===== src/rtl/tetris_pkg.sv =====
// tetris_pkg: shared board geometry, move opcodes, controller states and row-full helper.
// Board cell (r,c) lives at bit r*COLS+c; row 0 is the top row.
package tetris_pkg;
    localparam int ROWS = 20;
    localparam int COLS = 10;

    typedef enum logic [2:0] {
        OP_NONE    = 3'd0,
        OP_ROT_CW  = 3'd1,
        OP_ROT_CCW = 3'd2,
        OP_LEFT    = 3'd3,
        OP_RIGHT   = 3'd4,
        OP_DOWN    = 3'd5
    } move_op_t;

    typedef enum logic [3:0] {
        S_IDLE,
        S_CLEAR_ALL,
        S_SPAWN,
        S_SPWAIT,
        S_PLAY,
        S_REQ,
        S_WAIT,
        S_LOCK,
        S_SCAN,
        S_SHIFT,
        S_GAME_OVER
    } state_t;

    function automatic logic row_full(input logic [ROWS*COLS-1:0] board, input logic [$clog2(ROWS)-1:0] idx);
        return &board[idx*COLS +: COLS];
    endfunction
endpackage


===== src/rtl/tetris_line_clear.sv =====
// tetris_line_clear: settled-board register with piece merge, bottom-up row scan,
// one-row-per-cycle collapse and saturating cleared-lines counter.
// Ports:
//   clk, rst_n        clock, asynchronous active-low reset
//   i_clr_all         clear board and line counter
//   i_lock            merge i_piece_mask into the board, point scan at the bottom row
//   i_scan_dec        move scan index one row up
//   i_shift           collapse rows 0..index down by one, count a cleared line
//   i_piece_mask      active piece cells
//   o_board_q         settled board
//   o_lines           cleared-lines count
//   o_row_is_full     scanned row is completely occupied
//   o_done_scan       scan index is at row 0
module tetris_line_clear
    import tetris_pkg::*;
#(
    parameter int LINES_W = 16
) (
    input  logic                 clk,
    input  logic                 rst_n,
    input  logic                 i_clr_all,
    input  logic                 i_lock,
    input  logic                 i_scan_dec,
    input  logic                 i_shift,
    input  logic [ROWS*COLS-1:0] i_piece_mask,
    output logic [ROWS*COLS-1:0] o_board_q,
    output logic [LINES_W-1:0]   o_lines,
    output logic                 o_row_is_full,
    output logic                 o_done_scan
);
    localparam int IW = $clog2(ROWS);

    logic [ROWS*COLS-1:0] r_board;
    logic [ROWS*COLS-1:0] w_shifted;
    logic [IW-1:0]        r_idx;
    logic [LINES_W-1:0]   r_lines;

    // Rows above the full one slide down; rows below it are untouched.
    always_comb begin
        w_shifted = r_board;
        for (int r = 0; r < ROWS; r++)
            if (r == 0)
                w_shifted[0 +: COLS] = '0;
            else if (r <= int'(r_idx))
                w_shifted[r*COLS +: COLS] = r_board[(r-1)*COLS +: COLS];
    end

    always_ff @(posedge clk or negedge rst_n) begin
        if (!rst_n) begin
            r_board <= '0;
            r_idx   <= '0;
            r_lines <= '0;
        end else if (i_clr_all) begin
            r_board <= '0;
            r_lines <= '0;
        end else if (i_lock) begin
            r_board <= r_board | i_piece_mask;
            r_idx   <= IW'(ROWS-1);
        end else if (i_shift) begin
            r_board <= w_shifted;
            r_lines <= r_lines + LINES_W'(~&r_lines);
        end else if (i_scan_dec) begin
            r_idx <= r_idx - 1'b1;
        end
    end

    assign o_board_q     = r_board;
    assign o_lines       = r_lines;
    assign o_row_is_full = row_full(r_board, r_idx);
    assign o_done_scan   = (r_idx == '0);
endmodule


===== src/rtl/tetris_game_ctrl.sv =====
// tetris_game_ctrl: move sequencer for the Tetris board datapath.
// Edge-detects buttons and gravity, issues one move request at a time, locks the
// piece on a failed gravity move, clears full rows, spawns and detects game over.
// Board geometry (ROWS, COLS) comes from tetris_pkg.
// Optional macro TETRIS_HARD_DROP_EN adds input hard_drop (repeated DOWN until blocked).
// Ports:
//   clk, rst_n                  clock, asynchronous active-low reset
//   start                       leave IDLE / GAME_OVER
//   rotate, rotate_direction    rotate button, 1 = cw
//   left, right, ticker         move buttons, gravity pulse (levels)
//   mv_valid, mv_op             one-cycle move request and opcode
//   mv_done, mv_ok              datapath verdict
//   piece_mask                  active piece cells
//   spawn_req, spawn_done, spawn_collide   spawn handshake
//   board_q, lines, game_over   settled board, cleared rows, end of game
module tetris_game_ctrl
    import tetris_pkg::*;
#(
    parameter int LINES_W    = 16,
    parameter int MV_TIMEOUT = 15
) (
    input  logic                 clk,
    input  logic                 rst_n,
    input  logic                 start,
    input  logic                 rotate,
    input  logic                 rotate_direction,
    input  logic                 left,
    input  logic                 right,
    input  logic                 ticker,
`ifdef TETRIS_HARD_DROP_EN
    input  logic                 hard_drop,
`endif
    output logic                 mv_valid,
    output logic [2:0]           mv_op,
    input  logic                 mv_done,
    input  logic                 mv_ok,
    input  logic [ROWS*COLS-1:0] piece_mask,
    output logic                 spawn_req,
    input  logic                 spawn_done,
    input  logic                 spawn_collide,
    output logic [ROWS*COLS-1:0] board_q,
    output logic [LINES_W-1:0]   lines,
    output logic                 game_over
);
    localparam int TW = $clog2(MV_TIMEOUT+1);

    state_t   r_state, w_next;
    move_op_t r_op, w_op;
    logic     r_rot_d, r_l_d, r_r_d, r_dn_d;
    logic     r_pend_rot, r_pend_l, r_pend_r, r_pend_dn, r_rot_dir;
    logic [TW-1:0] r_tmo;
    logic     w_acc, w_play, w_issue;
    logic     w_rot_e, w_clr_rot, w_clr_l, w_clr_r, w_clr_dn;
    logic     w_hd_pend, w_hd_act, w_clr_hd;
    logic     w_row_full, w_done_scan;

    assign w_acc   = (r_state == S_PLAY) || (r_state == S_WAIT) || (r_state == S_REQ);
    assign w_play  = (r_state == S_PLAY);
    assign w_rot_e = rotate & ~r_rot_d & w_acc;

`ifdef TETRIS_HARD_DROP_EN
    logic r_hd_d, r_pend_hd, r_hd_act;
    assign w_hd_pend = r_pend_hd;
    assign w_hd_act  = r_hd_act;
    assign w_clr_hd  = w_play & r_pend_hd;
    always_ff @(posedge clk or negedge rst_n) begin
        if (!rst_n) begin
            r_hd_d    <= 1'b0;
            r_pend_hd <= 1'b0;
            r_hd_act  <= 1'b0;
        end else begin
            r_hd_d    <= hard_drop;
            r_pend_hd <= (r_pend_hd & ~w_clr_hd) | (hard_drop & ~r_hd_d & w_acc);
            // The drop stays active across WAIT->REQ loops until it locks or times out.
            r_hd_act  <= w_clr_hd | (r_hd_act & (w_next != S_PLAY) & (w_next != S_LOCK));
        end
    end
`else
    assign w_hd_pend = 1'b0;
    assign w_hd_act  = 1'b0;
    assign w_clr_hd  = 1'b0;
`endif

    // Fixed priority: hard drop > rotate > left > right > down.
    assign w_clr_rot = w_play & ~w_hd_pend & r_pend_rot;
    assign w_clr_l   = w_play & ~w_hd_pend & ~r_pend_rot & r_pend_l;
    assign w_clr_r   = w_play & ~w_hd_pend & ~r_pend_rot & ~r_pend_l & r_pend_r;
    assign w_clr_dn  = w_play & ~w_hd_pend & ~r_pend_rot & ~r_pend_l & ~r_pend_r & r_pend_dn;
    assign w_issue   = w_clr_hd | w_clr_rot | w_clr_l | w_clr_r | w_clr_dn;
    assign w_op      = w_clr_rot ? (r_rot_dir ? OP_ROT_CW : OP_ROT_CCW) :
                       w_clr_l   ? OP_LEFT :
                       w_clr_r   ? OP_RIGHT : OP_DOWN;

    always_ff @(posedge clk or negedge rst_n) begin
        if (!rst_n) begin
            r_state    <= S_IDLE;
            r_op       <= OP_NONE;
            r_rot_d    <= 1'b0;
            r_l_d      <= 1'b0;
            r_r_d      <= 1'b0;
            r_dn_d     <= 1'b0;
            r_pend_rot <= 1'b0;
            r_pend_l   <= 1'b0;
            r_pend_r   <= 1'b0;
            r_pend_dn  <= 1'b0;
            r_rot_dir  <= 1'b0;
            r_tmo      <= '0;
        end else begin
            r_state    <= w_next;
            r_op       <= w_issue ? w_op : r_op;
            r_rot_d    <= rotate;
            r_l_d      <= left;
            r_r_d      <= right;
            r_dn_d     <= ticker;
            // A new edge wins over a same-cycle clear.
            r_pend_rot <= (r_pend_rot & ~w_clr_rot) | w_rot_e;
            r_pend_l   <= (r_pend_l & ~w_clr_l) | (left & ~r_l_d & w_acc);
            r_pend_r   <= (r_pend_r & ~w_clr_r) | (right & ~r_r_d & w_acc);
            r_pend_dn  <= (r_pend_dn & ~w_clr_dn) | (ticker & ~r_dn_d & w_acc);
            r_rot_dir  <= w_rot_e ? rotate_direction : r_rot_dir;
            r_tmo      <= (r_state == S_WAIT) ? r_tmo + 1'b1 : '0;
        end
    end

    always_comb begin
        w_next = r_state;
        case (r_state)
            S_IDLE:      if (start) w_next = S_CLEAR_ALL;
            S_CLEAR_ALL: w_next = S_SPAWN;
            S_SPAWN:     w_next = S_SPWAIT;
            S_SPWAIT:    if (spawn_done) w_next = spawn_collide ? S_GAME_OVER : S_PLAY;
            S_PLAY:      if (w_issue) w_next = S_REQ;
            S_REQ:       w_next = S_WAIT;
            S_WAIT: begin
                if (mv_done)
                    w_next = (r_op == OP_DOWN && !mv_ok) ? S_LOCK : (w_hd_act ? S_REQ : S_PLAY);
                else if (r_tmo == TW'(MV_TIMEOUT-1))
                    w_next = S_PLAY;
            end
            S_LOCK:      w_next = S_SCAN;
            S_SCAN:      w_next = w_row_full ? S_SHIFT : (w_done_scan ? S_SPAWN : S_SCAN);
            S_SHIFT:     w_next = S_SCAN;
            S_GAME_OVER: if (start) w_next = S_CLEAR_ALL;
            default:     w_next = S_IDLE;
        endcase
    end

    assign mv_valid  = (r_state == S_REQ);
    assign mv_op     = r_op;
    assign spawn_req = (r_state == S_SPAWN);
    assign game_over = (r_state == S_GAME_OVER);

    tetris_line_clear #(.LINES_W(LINES_W)) u_line_clear (
        .clk          (clk),
        .rst_n        (rst_n),
        .i_clr_all    (r_state == S_CLEAR_ALL),
        .i_lock       (r_state == S_LOCK),
        .i_scan_dec   ((r_state == S_SCAN) & ~w_row_full),
        .i_shift      (r_state == S_SHIFT),
        .i_piece_mask (piece_mask),
        .o_board_q    (board_q),
        .o_lines      (lines),
        .o_row_is_full(w_row_full),
        .o_done_scan  (w_done_scan)
    );
endmodule


===== config.mk =====
export PLATFORM = sky130hd
export DESIGN_NAME = tetris_game_ctrl
export DESIGN_NICKNAME = d
export VERILOG_FILES = /design/src/rtl/tetris_pkg.sv /design/src/rtl/tetris_line_clear.sv /design/src/rtl/tetris_game_ctrl.sv
export SDC_FILE = /design/constraint.sdc
export NUM_CORES = 1
export LEC_CHECK = 0
export BUFFER_PORTS_ARGS = -buffer_cell sky130_fd_sc_hd__buf_2
export CAP_MARGIN = 15
export CORE_MARGIN = 4
export CORE_UTILIZATION = 54
export CTS_BUF_LIST = sky130_fd_sc_hd__clkbuf_8
export CTS_CLUSTER_DIAMETER = 30
export DETAILED_ROUTE_END_ITERATION = 10
export PLACE_DENSITY = 0.86
export SLEW_MARGIN = 20
export SYNTH_ARGS = -nofsm -noshare
export SYNTH_HDL_FRONTEND = slang
export SYNTH_SLANG_ARGS = --single-unit

===== constraint.sdc =====
create_clock -name clk -period 2.72 [get_ports clk]
set_input_delay 0.272 -clock clk [delete_from_list [all_inputs] [get_ports clk]]
set_output_delay 0.272 -clock clk [all_outputs]
set_load 0.01 [all_outputs]

==> out/metrics.csv <==
metric,value,unit
cap_violations,0,
start_util,55.19,%
maxSlewViolCount,0,
powerDensity,1392,nW/um^2
outcome,"finished, final reports clean",
fin_skew,27.13,ps
max_clock_freq,384.6,MHz
firstDrtPassIters,5,
antenna_cells,0,
wirelength,55.44,mm
p_leak,0.007996,uW
slew_headroom,25.91,%
cp_max_fo,22,
cp.required,3200,ps
crit_arrival,3080,ps
clk_latency,590,ps
crit_chain,buf_4 > or2_1 > buf_4 > o22ai_1 > nand2_1 > and3_1 > a31oi_1 > and4_1 > nand2_2 > nand4_1 > mux2i_1,
grt.overflow.total,0,
wl_per_cell,23.13,microns
num_vias,15441,
numCtsBuffers,56,
critical_path_class,flip-flop to flip-flop,
place_congestion,0.9411,
hp-class,primary input to flip-flop,
post_synth_inst_count,1620,
drive_gt1_share,30.09,%
synth_top_area_share,43.27,%
cts_sinks,241,
chipWidth,168.7,microns
startpoint_type,flip-flop,
die_y,168.7,microns
ir_drop,0.6900,mV
yosysTopAreaCell,dfrtp_1,
fillers,2011,
ys_types,53,
postRouteAntennaNets,0,
grt_pass1_wl,84.68,mm
crit_path_top_delay_cell,dfrtp_1,
path_buf_inv,2,
final_area,17980,sq um
ys_seq_area_share,43.27,%
multiInputGateArea,7152,sq um
synth-seq-cells,241,
final_cell_mix,"buf_2 (432), a21oi_1 (419), dfrtp_1 (239), o21ai_0 (226), or3_1 (196)",
ys_top_cells_by_area,"dfrtp_1 (43%), a21oi_1 (15%), or3_1 (8.8%)",
cp-end-kind,flip-flop,
setup_viol,0,
syn-num-nets,1841,
slowest_delay,400,ps
cts_tree,yes,
hold_viol,0,
first_global_vias,14746,
row_count,58,
drc,0,
fin_crit,2600,ps
path_clk_slew,60,ps
synth_area,13940,sq um
final_common_cell,buf_2,
die-area,28450,sq um
gr-usage-all-layers,37.14,%
layout.nets,2245,
critPathTopFamily,simple AND/OR/NAND/NOR gates,
tightest_slew,1111,ps
port_buffers,433,
async_flop_share,100.0,%
drt_iter0_markers,1841,
grt_setup_unrepaired,false,
antenna_found_initial,2,
cp_common_cell,buf_4,
core-area,25250,sq um
grt_max_degree,144,
syn_to_final_growth,28.99,%
cts_buffer_depth,3,
startpoint,u_line_clear.r_idx[2]$_DFFE_PN0P_,
synth_edf_count,0,
r2r-start,u_line_clear.r_idx[2]$_DFFE_PN0P_,
place_area,16280,sq um
ys_warn_count,0,
postLayoutCoreUtil,71.20,%
period_share,95.60,%
vias_per_cell,6.442,
cts_root_buffer,clkbuf_8,
synthFlopType,dfrtp_1,
io_pins,434,
hpwlAfterDp,38.06,mm
regArea,6036,sq um
min-delay-start,piece_mask[21],
htreeDepth,2,
syn_area_per_cell,8.604,sq um
[stage by stage]
step / std cells / total power (uW) / setup TNS [ps] / setup WS (ps) / hold WS (ps)
after floorplan: 1620 / 14410 / 0 / 204.5 / -23.59
after global placement: 2272 / 18960 / 0 / 92.55 / 337.3
after detailed placement: 2272 / 19280 / -26.00 / -26.00 / 347.5
after CTS: 2389 / 24540 / 0 / 39.88 / 27.64
after global routing: 2397 / 26450 / 0 / 0.09104 / 54.62
final: 2397 / 25030 / 0 / 119.7 / 43.59
[layout make-up]
class	count	share of cell area, %
Multi-Input combinational cell	1205	39.78
Clock buffer	66	5.052
Inverter	7	0.1461
Tap cell	330	2.296
Timing Repair Buffer	513	16.44
Clock inverter	35	2.721
Sequential cell	241	33.57
[synthesized netlist by cell type, drive strengths merged, types with 2 or more instances]
cell type / number
buf: 55
nand3b: 5
dfrtp: 241
or2: 6
nand2b: 9
nor4: 4
nor2: 48
a211o: 2
xor2: 8
nand4: 4
nand2: 38
and3: 4
o22ai: 50
inv: 7
nand3: 17
clkbuf: 112
a31oi: 4
o22a: 2
o21ai: 229
xnor2: 3
nor3b: 2
a22o: 5
mux2i: 105
a21oi: 420
nor3: 13
o31ai: 5
ha: 9
nor2b: 5
or3: 197
[sequential cells by signal, indices dropped and copies added (netlist names)]
signal	cells
u_line_clear.o_board_q	200
r_l_d	1
r_dn_d	1
r_rot_d	1
r_state	4
r_pend_rot	1
r_r_d	1
r_rot_dir	1
u_line_clear.r_idx	5
u_line_clear.o_lines	16
r_pend_dn	1
mv_op	3
r_tmo	4
r_pend_r	1
r_pend_l	1
[cell families (layout without fill, tap and decap cells)]
kind of cell	Yosys count	count (layout)	share of synthesized area, %
AOI/OAI and AO/OA	724	724	27.07
and+or+nand+nor	355	355	14.52
DFF	241	241	43.27
buffers and inverters	174	621	6.014
muxes	106	106	7.621
xor gates and xnor gates	11	11	0.6913
adders and majority gates	9	9	0.8079
[metal layers]
layer | part of all wire, % | up-vias | GRT usage (%)
met4 | 4.6 | 4 | 15.81
met1 | 38 | 7286 | 50.92
met2 | 47 | 1137 | 58.01
met5 | 0.054 | - | 0
li1 | - | 6786 | -
met3 | 10 | 228 | 7.170
[tightest hold or removal path: cells and delay by family]
family                 cells  cell delay [ps]
buffers and inverters      1               70
AND/OR/NAND/NOR            1               90
AO/OA/AOI/OAI              2              170
[repair_timing]
action                     in CTS  in global routing
hold endpoints to repair      101                  0
pin swaps                       0                  2
cloned                          0                  1
setup buffers                   0                  7
setup endpoints to repair       5                 22
resized for setup               2                 12
hold buffers                   16                  0
[worst paths after layout]
kind,cells past startpoint,slack (ps),end
setup / recovery,11,120,u_line_clear.r_idx[4]$_DFFE_PN0P_
hold / removal,4,40,u_line_clear.o_board_q[21]$_DFFE_PN0P_
setup reg to reg,11,120,u_line_clear.r_idx[4]$_DFFE_PN0P_
hold reg to reg,2,500,r_pend_dn$_DFF_PN0_
max in group asynchronous,3,1590,u_line_clear.r_idx[0]$_DFFE_PN0P_
min in group asynchronous,2,300,u_line_clear.o_board_q[152]$_DFFE_PN0P_
[where the power goes]
group          internal (uW)  switching (uW)  leakage, uW
Combinational           4650            7520      0.00454
Clock                   3360            1810     0.000716
Sequential              5220            2480      0.00274
(Power assumes the default switching activity.)
